**src/rtl/rep_ctrl_wb.sv**
```systemverilog
// -----------------------------------------------------------------------------
// rep_ctrl_wb
//   Write-back stage controller for x86 REP/REPE/REPNE string instructions.
//   It watches each string uop at WB. At the last uop of every iteration it
//   decrements the count register, then decides one of two actions: re-execute
//   the instruction by reloading the current EIP, or finish by advancing to
//   NEIP. A REP with a zero count is skipped entirely. In that case its writes
//   are suppressed and EIP advances.
//
// Parameters
//   CNT_W       count register width (16 or 32)
//   ZF_BIT      position of ZF inside current_flags
//   MAX_ITER_W  width of the iteration statistics counter
//
// Ports
//   CLK, CLR            clock, asynchronous active-low reset
//   WB_V, WB_FLUSH      WB stage valid and pipeline flush
//   CS_IS_STRING_WB     uop belongs to a string instruction
//   CS_IS_LAST_UOP_WB   last uop of one string iteration
//   REP_MODE            00 none, 01 REP, 10 REPE, 11 REPNE
//   ASIZE16             16-bit address size (count uses the low 16 bits only)
//   WB_RESULT_C         architectural ECX value at WB
//   current_flags       post-update flags of the current uop
//   count_out/ld_count  new ECX value and its write strobe (combinational)
//   ld_eip/eip_sel      EIP load strobe; 0 = advance, 1 = re-execute
//   suppress_wb         kill memory/GPR writes of this uop (zero-count skip)
//   rep_active          a REP instruction is iterating
//   rep_done            one-cycle pulse after a REP instruction terminates
//   iter_count          iterations completed in the current REP instruction
// -----------------------------------------------------------------------------
module rep_ctrl_wb #(
  parameter int CNT_W      = 32,
  parameter int ZF_BIT     = 6,
  parameter int MAX_ITER_W = 16
) (
  input  logic                  CLK,
  input  logic                  CLR,
  input  logic                  WB_V,
  input  logic                  WB_FLUSH,
  input  logic                  CS_IS_STRING_WB,
  input  logic                  CS_IS_LAST_UOP_WB,
  input  logic [1:0]            REP_MODE,
  input  logic                  ASIZE16,
  input  logic [CNT_W-1:0]      WB_RESULT_C,
  input  logic [31:0]           current_flags,
  output logic [CNT_W-1:0]      count_out,
  output logic                  ld_count,
  output logic                  ld_eip,
  output logic                  eip_sel,
  output logic                  suppress_wb,
  output logic                  rep_active,
  output logic                  rep_done,
  output logic [MAX_ITER_W-1:0] iter_count
);

  typedef enum logic {
    IDLE = 1'b0,
    RUN  = 1'b1
  } state_t;

  localparam logic [CNT_W-1:0] LOW16_MASK = CNT_W'(32'h0000_FFFF);
  localparam logic [CNT_W-1:0] CNT_ONE    = CNT_W'(1);

  state_t                state_q, state_d;
  logic                  done_d;
  logic [MAX_ITER_W-1:0] iter_q, iter_d;

  logic                  qualifying;
  logic [CNT_W-1:0]      eff_count;
  logic [CNT_W-1:0]      dec_full;
  logic [CNT_W-1:0]      dec_count;
  logic                  ec_is_zero;
  logic                  ec_is_one;
  logic                  zf;
  logic                  terminate;

  // Effective count and its decrement. With a 16-bit address size only the
  // low half counts down. The low half wraps on its own, and the upper half
  // of ECX is passed through untouched, so a borrow never leaks into it.
  always_comb begin
    eff_count  = ASIZE16 ? (WB_RESULT_C & LOW16_MASK) : WB_RESULT_C;
    dec_full   = WB_RESULT_C - CNT_ONE;
    dec_count  = ASIZE16 ? ((WB_RESULT_C & ~LOW16_MASK) | (dec_full & LOW16_MASK))
                         : dec_full;
    ec_is_zero = (eff_count == '0);
    ec_is_one  = (eff_count == CNT_ONE);
    zf         = current_flags[ZF_BIT];
    qualifying = WB_V && !WB_FLUSH && CS_IS_STRING_WB && (REP_MODE != 2'b00);
    terminate  = ec_is_one
               || ((REP_MODE == 2'b10) && !zf)
               || ((REP_MODE == 2'b11) &&  zf);
  end

  // Next-state and output decode. The uop that starts a REP already follows
  // the RUN rules, so a one-iteration REP both starts and finishes in a
  // single cycle. Holding CLR low forces every strobe to zero, which means a
  // reset in the middle of an iteration cannot leak a partial update.
  always_comb begin
    state_d     = state_q;
    iter_d      = iter_q;
    done_d      = 1'b0;
    ld_count    = 1'b0;
    ld_eip      = 1'b0;
    eip_sel     = 1'b0;
    suppress_wb = 1'b0;
    count_out   = '0;

    if (WB_FLUSH) begin
      state_d = IDLE;
    end else if (qualifying) begin
      if (state_q == IDLE && ec_is_zero) begin
        suppress_wb = 1'b1;
        if (CS_IS_LAST_UOP_WB) begin
          ld_eip = 1'b1;
          done_d = 1'b1;
        end
      end else begin
        if (state_q == IDLE) begin
          state_d = RUN;
          iter_d  = '0;
        end
        if (CS_IS_LAST_UOP_WB) begin
          ld_count  = 1'b1;
          count_out = dec_count;
          ld_eip    = 1'b1;
          if (state_q == IDLE)
            iter_d = MAX_ITER_W'(1);
          else if (iter_q != '1)
            iter_d = iter_q + MAX_ITER_W'(1);
          if (terminate) begin
            eip_sel = 1'b0;
            state_d = IDLE;
            done_d  = 1'b1;
          end else begin
            eip_sel = 1'b1;
          end
        end
      end
    end

    if (!CLR) begin
      ld_count    = 1'b0;
      ld_eip      = 1'b0;
      eip_sel     = 1'b0;
      suppress_wb = 1'b0;
      count_out   = '0;
    end
  end

  // State register, termination pulse and iteration counter.
  always_ff @(posedge CLK or negedge CLR) begin
    if (!CLR) begin
      state_q  <= IDLE;
      rep_done <= 1'b0;
      iter_q   <= '0;
    end else begin
      state_q  <= state_d;
      rep_done <= done_d;
      iter_q   <= iter_d;
    end
  end

  assign rep_active = (state_q == RUN);
  assign iter_count = iter_q;

endmodule

```
**config.mk**
```make
export PLATFORM = sky130hd
export DESIGN_NAME = rep_ctrl_wb
export DESIGN_NICKNAME = d
export VERILOG_FILES = /design/src/rtl/rep_ctrl_wb.sv
export SDC_FILE = /design/constraint.sdc
export NUM_CORES = 1
export LEC_CHECK = 0
export ABC_AREA = 1
export CORE_MARGIN = 8
export CORE_UTILIZATION = 42
export DETAILED_ROUTE_END_ITERATION = 12
export PLACE_DENSITY = 0.81
export SYNTH_ARGS = -nofsm -noshare
export SYNTH_HDL_FRONTEND = slang
export SYNTH_SLANG_ARGS = --single-unit
```
**constraint.sdc**
```tcl
create_clock -name CLK -period 2.6 [get_ports CLK]
set_input_delay 0.52 -clock CLK [delete_from_list [all_inputs] [get_ports CLK]]
set_output_delay 0.52 -clock CLK [all_outputs]
set_load 0.01 [all_outputs]
```
==> metrics.txt, run 1 <==
fin area roughly 4200 µm²; initial antenna violation count 0; final period utilization 1.00; clock root buffer master clkbuf_8; FF+latch count, synth 18; top_reg_cell synth dfrtp_1; Slew @ Worst Pin roughly 0.32 ns; first-pass GRT wire length between 15000 and 20000 µm; Post-DP HPWL about 7700 µm; Crit Path Category input port to primary output; nets 709; fin. max-slew vios 0; number of flops mapped to enable cells by yosys 0; synth unique cells 34; r2r startpoint iter_count[0]; Bufs on Longest Clock Path 2; commonest non-fill, non-tap cell in the layout nand2_1; status finished with violations; final hold vios 0; Setup crit end kind primary output; Total GRT Usage 0.224; vias in the first global route 3475; DRC Markers 0; Setup Slack @ Placement -0.636 ns; Worst-path clk slew 0.08 ns; Leak approximately 0.0021 µW; vias 3594; Post-Synthesis Net Count between 500 and 600; r2r setup slk slightly above 0.7 ns; Max Cap Viol 0; CTS Buf Count 3; synthesized area 2570 µm²; dpl cell area 4010 µm²; area delta synth->final 64.0%; CP startpoint WB_RESULT_C[7]; number of DRC markers in iteration 0 between 100 and 150; Die Y 94.3 µm; failing checks setup timing; asr flop ratio synth 1.00; grt ovf 0; H-tree depth 1; hold_buf cts 0; worst skew pair latency about 0.27 ns; fin worst setup slack -0.00134 ns; Setup crit end count_out[22]; antenna viol nets, final 0; share of cells above drive strength 1 0.310; Clock Sinks 18; routed vias/inst 5.08; fin cells 707; DIE WIDTH ~94 µm; CP Launch Type input port; ant diodes 0; CP max FO 4; Worst slew margin 0.785; largest net degree at the start of global routing 23; routed wire length around 10000 µm; cells after synthesis around 460; crit path DAT 2.08 ns; Mapped Avg Cell Area ~5.6 µm²; Req. time, crit path 2.08 ns; RR Endpoint iter_count[0]; Routability Congestion roughly 0.9; RSZ-0062 raised after global routing yes; initial core utilization 0.434; die area ~8900 µm²; DP Cell Count just under 700; worst min path class flip-flop to flip-flop; fin crit period 2.60 ns; final setup vio count 1; drt first pass iters 5; CTS tree done; Reg2Reg Depth 10; clk_skew between 0.004 and 0.005 ns; Max IR drop VDD between 0.2 and 0.3 mV; Core Area approximately 6000 µm²; drt wl/cell about 15 µm; Seq/Total Area, Yosys 0.175; port bufs 95; warnings from Yosys 0; most frequent cells in the layout nand2_1, nor2_1, buf_4, nand3_1, inv_1; row cnt 28; io pins 127; Max Fclk 384 MHz; PwrDens between 200 and 250 nW/µm²
[worst max-delay path, cell delays in order]
cell           delay (ns)
dlygate4sd2_1        0.28
nor2_1               0.17
nand2_2              0.11
nor2_4               0.14
nand2_4              0.07
nor2_4               0.11
nand2_2              0.08
nor2_4               0.15
buf_6                0.12
nand3_1              0.08
nand2_2              0.07
nor2_2               0.04
buf_2                0.14
[layer usage]
metal / GRT usage / part of all wire
met1: 0.241 / 0.40
met2: 0.420 / 0.51
met3: 0.0328 / 0.062
met4: 0.0938 / 0.027
met5: 0 / 0
[worst min-delay path by stage]
stage	from	to	slack [ns]	depth (start not counted)
after floorplan	CLR	iter_count[0]	0.22	0
after global placement	iter_count[12]	iter_count[12]	0.58	2
after detailed placement	iter_count[15]	iter_count[15]	0.58	2
after CTS	iter_count[15]	iter_count[15]	0.61	2
after global routing	iter_count[6]	iter_count[6]	0.65	2
final	iter_count[15]	iter_count[15]	0.60	2
[repair_timing]
item	CTS	global route
pin swaps	29	30
resized for setup	162	57
setup buffers	14	5
setup endpoints to repair	36	35
cloned	2	1
[state kept, by name, indices dropped and copies added, names as in the netlist]
register    count
iter_count     16
rep_active      1
rep_done        1
[power by group]
part | leakage, µW | total [µW] | internal, µW | switching (µW)
sequential | 0.000248 | 303 | 289 | 14.5
clock | 0.0000288 | 248 | 135 | 112
combinational | 0.00186 | 324 | 157 | 167
total | 0.00214 | 875 | 581 | 294
[cell usage after synthesis (2+ instances only)]
cell     number  area (µm²)
nor2_4        6        67.6
buf_6         3        33.8
dfrtp_1      18         450
or2_2         4        25.0
ha_1          3        37.5
xor2_1        8        70.1
inv_1        51         191
buf_4         4        30.0
nand3_4       2        35.0
nor3_4        2        32.5
nand2_4       2        22.5
nand3_1      49         245
nand4_1       8        50.1
xnor2_1       7        61.3
o21ai_0      10        50.1
nand2_1     134         503
nor2_2        6        37.5
nand2_2       6        37.5
a21oi_1       8        40.0
nor2_1       99         372
nor3_1       11        55.1
inv_2         4        15.0
nor3_2        2        20.0
[cell families after synthesis]
family,share of synthesized area
AOI/OAI and AO/OA,0.0409
DFF,0.175
xor gates and xnor gates,0.0511
and+or+nand+nor,0.607
adders and majority gates,0.0146
buffers and inverters,0.111
[cell type report]
type                    instances  area [µm²]
multi-input cells             376        1970
fillers                       503        1700
repair buffers                177        1420
flip-flops and latches         18         450
inverters                      56         220
well taps                      75        93.8
clock buffers                   4        55.1
repair inverters                1        11.3
[metrics by stage]
stage                     power (µW)  setup TNS [ns]   util  hold slack [ns]
after floorplan                  424               0      -            0.224
after CTS                        864          -0.176  0.707            0.606
after global routing             914          -0.953  0.712            0.647
after detailed placement         622          -19.49  0.677            0.584
after global placement           614          -17.79  0.677            0.575
final                            875        -0.00134  0.712            0.597
(Power assumes the default switching activity.)
==> run 2: changes to the inputs <==
Settings changed: TNS_END_PERCENT from default to 20.
==> run 2 against run 1 <==
The run still ends with setup timing left. Total power is 0.27% lower. Combinational power is 2% higher. Cell count is 0.42% lower. Sequential share of layout area hardly changed. Utilization hardly changed. Clock skew is 0.0013 ns lower. Global-route usage is 0.31 points higher. Largest power group unchanged. Fmax is 0.53% lower. Critical endpoint is now count_out[27]. Hold slack worse by 0.0024 ns. Setup slack worse by 0.014 ns.
==> metrics.txt, run 2 (synthesized netlist as in run 1, its figures left out) <==
H-tree depth 1 (unchanged); antenna viol nets, final 0 (unchanged); vias in the first global route 3494 (was 3475); Post-DP HPWL 7670 µm (unchanged); number of DRC markers in iteration 0 146 (was 134); Worst path max stage delay 0.27 ns (was 0.28 ns); fin area 4220 µm² (about the same); Max Cap Viol 0 (unchanged); Core Util, Final 0.713 (was 0.712); Max Fclk 382 MHz (was 384 MHz); largest net degree at the start of global routing 23 (unchanged); RR Endpoint iter_count[0] (unchanged); grt ovf 0 (unchanged); drt first pass iters 4 (was 5); DRC Markers 0 (unchanged); worst min path class flip-flop to flip-flop (unchanged); Total GRT Usage 0.227 (was 0.224); routed vias/inst 5.16 (was 5.08); DIE WIDTH 94.3 µm (unchanged); commonest non-fill, non-tap cell in the layout nand2_1 (unchanged); r2r setup slk 0.71 ns (was 0.72 ns); die area 8880 µm² (unchanged); status finished with violations (unchanged); TNS Setup -0.0251 ns (was -0.00134 ns); hold path depth 2 (unchanged); Setup crit end kind primary output (unchanged); CTS tree done (unchanged); CP bufs+invs 4 (was 3); routed wire length 10400 µm (was 10300 µm); cell mode on critical path nor2_1; final hold vios 0 (unchanged); clk_skew 0.00348 ns (was 0.00477 ns); Die Y 94.3 µm (unchanged); Bufs on Longest Clock Path 2 (unchanged); most frequent cells in the layout nand2_1, nor2_1, buf_4, inv_1, nand3_1 (was nand2_1, nor2_1, buf_4, nand3_1, inv_1); Reg2Reg Depth 10 (unchanged); failing checks setup timing (unchanged); initial antenna violation count 1 (was 0); Clock Sinks 18 (unchanged); initial core utilization 0.434 (unchanged); worst-path cell chain dlygate4sd2_1 > buf_4 > nor2_1 > inv_1 > nor2_1 > nand4_1 > nor2_1 > nor2_1 > nor3_2 > clkdlybuf4s15_1 (was dlygate4sd2_1 > nor2_1 > nand2_2 > nor2_4 > nand2_4 > nor2_4 > nand2_2 > nor2_4 > buf_6 > nand3_1 > nand2_2 > nor2_2 > buf_2); fin. max-slew vios 0 (unchanged); Hold Crit Start iter_count[15] (unchanged); Crit Path Category input port to primary output (unchanged); Worst slew margin 0.787 (was 0.785); io pins 127 (unchanged); Core Area 5920 µm² (unchanged); drt wl/cell 14.8 µm (was 14.6 µm); Worst-path clk slew 0.07 ns (was 0.08 ns); share of cells above drive strength 1 0.303 (was 0.310); fill cell count 510 (was 503); fin worst setup slack -0.0153 ns (was -0.00134 ns); port bufs 95 (unchanged); CP max-delay cell clkdlybuf4s15_1 (was dlygate4sd2_1); fin crit period 2.62 ns (was 2.60 ns); Routability Congestion 0.924 (unchanged); PwrDens 207 nW/µm² (about the same); area delta synth->final 64.1% (was 64.0%); worst skew pair latency 0.26 ns (was 0.27 ns); hold_buf cts 0 (unchanged); first-pass GRT wire length 16400 µm (was 16200 µm); final setup vio count 2 (was 1); clock root buffer master clkbuf_8 (unchanged); row cnt 28 (unchanged); max FFs per register 16 (unchanged); dpl cell area 4010 µm² (unchanged); CP max FO 4 (unchanged); CP delay by family, top simple AND/OR/NAND/NOR gates (unchanged); crit path DAT 2.10 ns (was 2.08 ns); Req. time, crit path 2.08 ns (about the same); nets 705 (was 709); r2r startpoint iter_count[0] (unchanged); CP Launch Type input port (unchanged); CTS Buf Count 3 (unchanged); Slew @ Worst Pin 0.319 ns (was 0.322 ns); RSZ-0062 raised after global routing yes (unchanged); Hold Path End iter_count[15] (unchanged); vias 3633 (was 3594); Leak 0.00211 µW (was 0.00214 µW); final hold slack 0.595 ns (was 0.597 ns); final period utilization 1.01 (was 1.00); Max IR drop VDD 0.278 mV (was 0.284 mV)
run 2: worst max-delay path by stage:
| stage | cells past startpoint | from | slack [ns] | endpoint |
|---|---|---|---|---|
| 3_3_place_gp | 14 | WB_RESULT_C[0] | -0.60 | count_out[28] |
| 4_1_cts | 10 | WB_RESULT_C[22] | -0.1 | count_out[31] |
| 5_1_grt | 10 | WB_RESULT_C[12] | -0.14 | count_out[27] |
| 3_5_place_dp | 14 | WB_RESULT_C[0] | -0.64 | count_out[28] |
| 6_report | 10 | WB_RESULT_C[15] | -0.02 | count_out[27] |
| 2_1_floorplan | 10 | WB_RESULT_C[1] | 0.26 | count_out[26] |
run 2: final cells by class:
type,count,area [µm²],share of cell area
Timing Repair Buffer,173,1400,0.331
Timing Repair inverter,1,11.3,0.00267
Sequential cell,18,450,0.107
Inverter,56,220,0.0522
Clock buffer,4,55.1,0.0130
Multi-Input combinational cell,376,1990,0.471
Antenna cell,1,2.50,0.000593
Tap cell,75,93.8,0.0222
run 2: power breakdown:
part | internal [µW] | switching, µW | total (µW)
registers | 289 | 14.6 | 303
clock network | 135 | 106 | 241
logic | 159 | 170 | 329
total | 582 | 290 | 873
run 2: worst register-to-register path, cell delays in order, from the launching register on:
cell and delay, ns:
dfrtp_1 0.47, ha_1 0.33, nand3_1 0.19, nor3_4 0.27, nand2_1 0.17, nand2_1 0.09
nand3_1 0.06, nand2_1 0.07, nand2_1 0.05, nand2_1 0.05, nand2_1 0.05
run 2: what timing repair did:
| action | in CTS | in global routing |
|---|---|---|
| setup endpoints to repair | 36 | 35 |
| gates resized for setup | 162 | 52 |
| gates cloned | 2 | 1 |
| buffers inserted | 13 | 2 |
| pin swaps | 26 | 20 |
run 2: through the flow:
step                      instances  worst slack, ns  total power [µW]
final                           704          -0.0153               873
after global routing            704           -0.137               918
after CTS                       700          -0.0968               864
after detailed placement        681           -0.636               622
after global placement          681           -0.601               614
after floorplan                 458            0.262               424
run 2: layer usage:
| metal | track usage | wire [µm] | vias up |
|---|---|---|---|
| met3 | 0.0328 | 660 | 27 |
| met2 | 0.425 | 5250 | 143 |
| li1 | - | - | 1771 |
| met4 | 0.0991 | 344 | 0 |
| met1 | 0.244 | 4140 | 1692 |
| met5 | 0 | 0 | - |
